[config.mk]
export PLATFORM = sky130hd
export DESIGN_NAME = shift_add_mult_ctrl
export DESIGN_NICKNAME = d
export VERILOG_FILES = /design/src/rtl/shift_add_mult_ctrl.sv
export SDC_FILE = /design/constraint.sdc
export NUM_CORES = 1
export LEC_CHECK = 0
export BUFFER_PORTS_ARGS = -buffer_cell sky130_fd_sc_hd__buf_2
export CORE_AREA = 5 5 42 44
export DETAILED_ROUTE_END_ITERATION = 12
export DIE_AREA = 0 0 47 49
export GPL_ROUTABILITY_DRIVEN = 1
export PLACE_DENSITY = 0.61
export RECOVER_POWER = 50
export SLEW_MARGIN = 20
export SYNTH_ARGS = -nofsm -noshare
export SYNTH_HDL_FRONTEND = slang
export SYNTH_SLANG_ARGS = --single-unit
[constraint.sdc]
create_clock -name clk -period 1.3 [get_ports clk]
set_input_delay 0.195 -clock clk [delete_from_list [all_inputs] [get_ports clk]]
set_output_delay 0.195 -clock clk [all_outputs]
set_load 0.02 [all_outputs]
[src/rtl/shift_add_mult_ctrl.sv]
// Sequencer for a shift-add multiplier datapath (A = partial product,
// Q = multiplier, M = multiplicand). Runs N add/shift iterations after a
// start request and pulses done when A:Q holds the product.
module shift_add_mult_ctrl #(
  parameter int N  = 8,
  parameter int CW = $clog2(N + 1)
) (
  input  logic clk,
  input  logic clr,
  input  logic start,
  input  logic q0,
  input  logic add_cout,
  output logic a_clr,
  output logic a_ld,
  output logic a_sft,
  output logic a_sin,
  output logic q_ld,
  output logic q_sft,
  output logic m_ld,
  output logic busy,
  output logic done
);

  typedef enum logic [2:0] {
    IDLE  = 3'd0,
    INIT  = 3'd1,
    ADD   = 3'd2,
    SHIFT = 3'd3,
    DONE  = 3'd4
  } state_t;

  state_t          state_reg;
  logic [CW-1:0]   cnt_reg;
  logic            carry_reg;

  // State sequencing, iteration counter and stored adder carry.
  always_ff @(posedge clk) begin
    if (clr) begin
      state_reg <= IDLE;
      cnt_reg   <= '0;
      carry_reg <= 1'b0;
    end else begin
      case (state_reg)
        IDLE: begin
          if (start) state_reg <= INIT;
        end
        INIT: begin
          cnt_reg   <= CW'(N);
          carry_reg <= 1'b0;
          state_reg <= ADD;
        end
        ADD: begin
          // Only a real add (q0=1) produces a carry to shift into A.
          carry_reg <= q0 & add_cout;
          state_reg <= SHIFT;
        end
        SHIFT: begin
          carry_reg <= 1'b0;
          cnt_reg   <= cnt_reg - CW'(1);
          // cnt==1 means this shift was the last one; never wraps below 1.
          if (cnt_reg == CW'(1)) state_reg <= DONE;
          else                   state_reg <= ADD;
        end
        DONE: begin
          state_reg <= IDLE;
        end
        default: begin
          state_reg <= IDLE;
        end
      endcase
    end
  end

  // Strobes decoded from the state register; a_ld also gated by the multiplier LSB.
  assign a_clr = (state_reg == INIT);
  assign q_ld  = (state_reg == INIT);
  assign m_ld  = (state_reg == INIT);
  assign a_ld  = (state_reg == ADD) & q0;
  assign a_sft = (state_reg == SHIFT);
  assign q_sft = (state_reg == SHIFT);
  assign a_sin = carry_reg;
  assign busy  = (state_reg != IDLE);
  assign done  = (state_reg == DONE);

endmodule
==> run summary <==
P per Cell Area = 944.4 nW/um^2
Routed WL = 1.034 mm
Warnings, synthesis = 0
Simple-gate share of the synthesized area = 35.05%
Slew Limit Fails = 0
WL/cell = 11.89 um
Die height = 49 um
Clock transition at path regs = 0.06 ns
Status = finished with violations
Critical path peak fanout = 6
Max reg flops = 4
Final Hold Viols = 0
Max stage delay on crit path = 0.37 ns
Hold_ws = 0.1922 ns
Sw Share = 28.35%
Final Wtd Congestion = 0.6952
Hold Buf Count CTS = 0
Clock power frac = 31.5%
Cell accounting for the most synthesized area = dfxtp_1
Via/cell ratio = 4.931
Critical Path AT = 1.16 ns
Final Cycle Share = 104.4%
Xor and xnor area share after synthesis = 0%
DRC viols = 0
Static Leak = 0.2664 nW
H-tree depth = 1
Worst path cell trace = or2b_1 -> nor2_4 -> buf_4
Family with the most delay on the worst path = simple AND/OR/NAND/NOR gates
NetSw = 0.1745 mW
Complex-gate fraction of the synthesized area = 14.67%
Initial antenna violation count = 0
Clock root cell = clkbuf_4
Gate power share = 24.7%
Setup CP Type = reg -> out
#FFs+latches synth = 8
Slew margin rel. = 79.32%
Cell Int Power = 0.4411 mW
Maximum vdd drop = 0.3593 mV
TritonCTS clock tree = done
Final Critical Period = 1.357 ns
Largest family of logic cells by synthesized area = simple AND/OR/NAND/NOR gates
Critical Path RT = 1.11 ns
Row count = 14
Initial Util = 32.86%
Setup-failing EPs final = 7
Largest net degree at the start of global routing = 10
Clk sinks = 8
Slowest-stage cell, CP = dfxtp_4
DRT iter0 DRCs = 11
Mapped Cells = 52
Layout cell share with drive strength beyond 1 = 49.30%
Core area = 1401 um^2
Die area = 2303 um^2
Violated checks = setup timing
Gr ovfl total = 0
Commonest non-fill, non-tap cell in the layout = buf_4
PortBufs = 13
Tightest Pin Transition = 0.3078 ns
Most frequent cells in the layout = 11 x buf_4, 5 x nor2_1, 5 x dfxtp_1, 5 x buf_6
Area share of fa/ha/maj cells after synthesis = 5.435%
CTS max path bufs = 2
Worst setup EP type = output port
Syn Nets = 59
Top post-synthesis cells by area = dfxtp_1 35%, ha_1 5.4%, buf_4 4.9%, nor2_1 4.9%, a21oi_1 4.3%
DIE WIDTH = 47 um
Worst-Skew Late Latency = 0.25 ns
CTS Buf Count = 3
Register area share after synthesis = 34.78%
Reg power frac = 43.8%
Vias in the first global route = 415
Hold Path Class = in -> reg
I/O pins = 14
Antenna viol nets, final = 0
Ant. Diodes = 0
FMAX = 736.9 MHz
Filler instances = 142
Min setup slack post-route = -0.05707 ns
Area delta synth->final = 41.58%
Syn avg cell area = 8.855 um^2
Post-synthesis mux area share = 0%
First-pass GRT wire length = 1.669 mm
# Max-Cap Violations = 0
Vias = 429
Fin Clk Skew = 0.004643 ns
Pre-CTS setup slack = 0.04569 ns
Crit path launch type = flip-flop
Syn Std Cell Area = 460.4 um^2
CP bufs+invs = 1
Dpl hpwl = 678.2 um
Total track usage = 9.873%
Post-synth top area share = 34.78%
RSZ-0062 raised after global routing = true
DRT Pass-1 Iters = 5
Nets = 80
Synth unique cells = 26
-- worst reg2reg max path: cells and delay by family, from the launching register on --
family | cells | cell delay [ns]
simple gates | 1 | 0.28
compound gates | 2 | 0.19
flops | 1 | 0.37
buf+inv | 2 | 0.28
-- worst paths after layout --
| path | startpoint | end | slack, ns | cells past startpoint |
|---|---|---|---|---|
| max | state_reg[0] | q_ld | -0.06 | 3 |
| min | start | state_reg[0] | 0.19 | 3 |
| max reg2reg | state_reg[0] | cnt_reg[2] | 0.06 | 5 |
| min reg2reg | a_sin | a_sin | 0.47 | 2 |
-- final cells by class --
type	instances	area [um^2]	share of cell area, %
repair buffers	21	162.7	24.95
clock buffers	3	22.52	3.455
multi-input cells	37	270.3	41.46
inverters	2	7.507	1.152
well taps	16	20.02	3.071
flip-flops and latches	8	168.9	25.91
-- per-layer routing --
metal / routed length, um / GRT usage, % / vias up
met5: 0 / 0 / -
met4: 0 / 5.530 / 0
met3: 66 / 3.321 / 0
met2: 474 / 14.48 / 17
met1: 494 / 12.14 / 194
li1: - / - / 218
-- power by group through the flow --
stage	logic, mW	registers (mW)	clock network [mW]
5_1_grt	0.165	0.271	0.212
6_report	0.152	0.270	0.194
2_1_floorplan	0.0936	0.271	0
3_5_place_dp	0.110	0.277	0
4_1_cts	0.142	0.269	0.199
3_3_place_gp	0.110	0.277	0
-- kinds of logic after synthesis --
family          Yosys count
buf+inv                   7
fa+ha+maj                 2
compound gates           10
simple gates             25
flops                     8
-- stage by stage --
| step | utilization (%) | setup TNS, ns | area [um^2] | std cells | total power [mW] |
|---|---|---|---|---|---|
| finish | 46.52 | -0.3280 | 651.9 | 87 | 0.6156 |
| global route | 46.52 | -0.5897 | 651.9 | 87 | 0.6485 |
| floorplan | - | 0 | 467.9 | 52 | 0.3647 |
| detailed placement | 37.23 | 0 | 521.8 | 77 | 0.3875 |
| global placement | 37.23 | 0 | 521.8 | 77 | 0.3866 |
| CTS | 44.82 | -0.3268 | 628.1 | 85 | 0.6098 |
-- cell usage after synthesis --
cell	n
dfxtp_1	8
nor2_1	6
a21oi_1	4
nand2_1	4
buf_4	3
o21ai_0	3
ha_1	2
inv_1	2
nand3b_1	2
nor3b_1	2
a2111oi_2	1
a21o_2	1
a41oi_1	1
and3_4	1
and3b_2	1
and4bb_2	1
buf_2	1
buf_6	1
nand2b_1	1
nand3_1	1
nand4b_1	1
nor2b_1	1
nor2b_4	1
nor3_1	1
or2b_1	1
or3_2	1
-- what timing repair did --
item	in CTS	in global routing
setup endpoints to repair	8	8
pin swaps	1	1
cloned	0	0
resized for setup	17	4
setup buffers	5	2
Note: power is estimated with default switching activity, not from simulation.
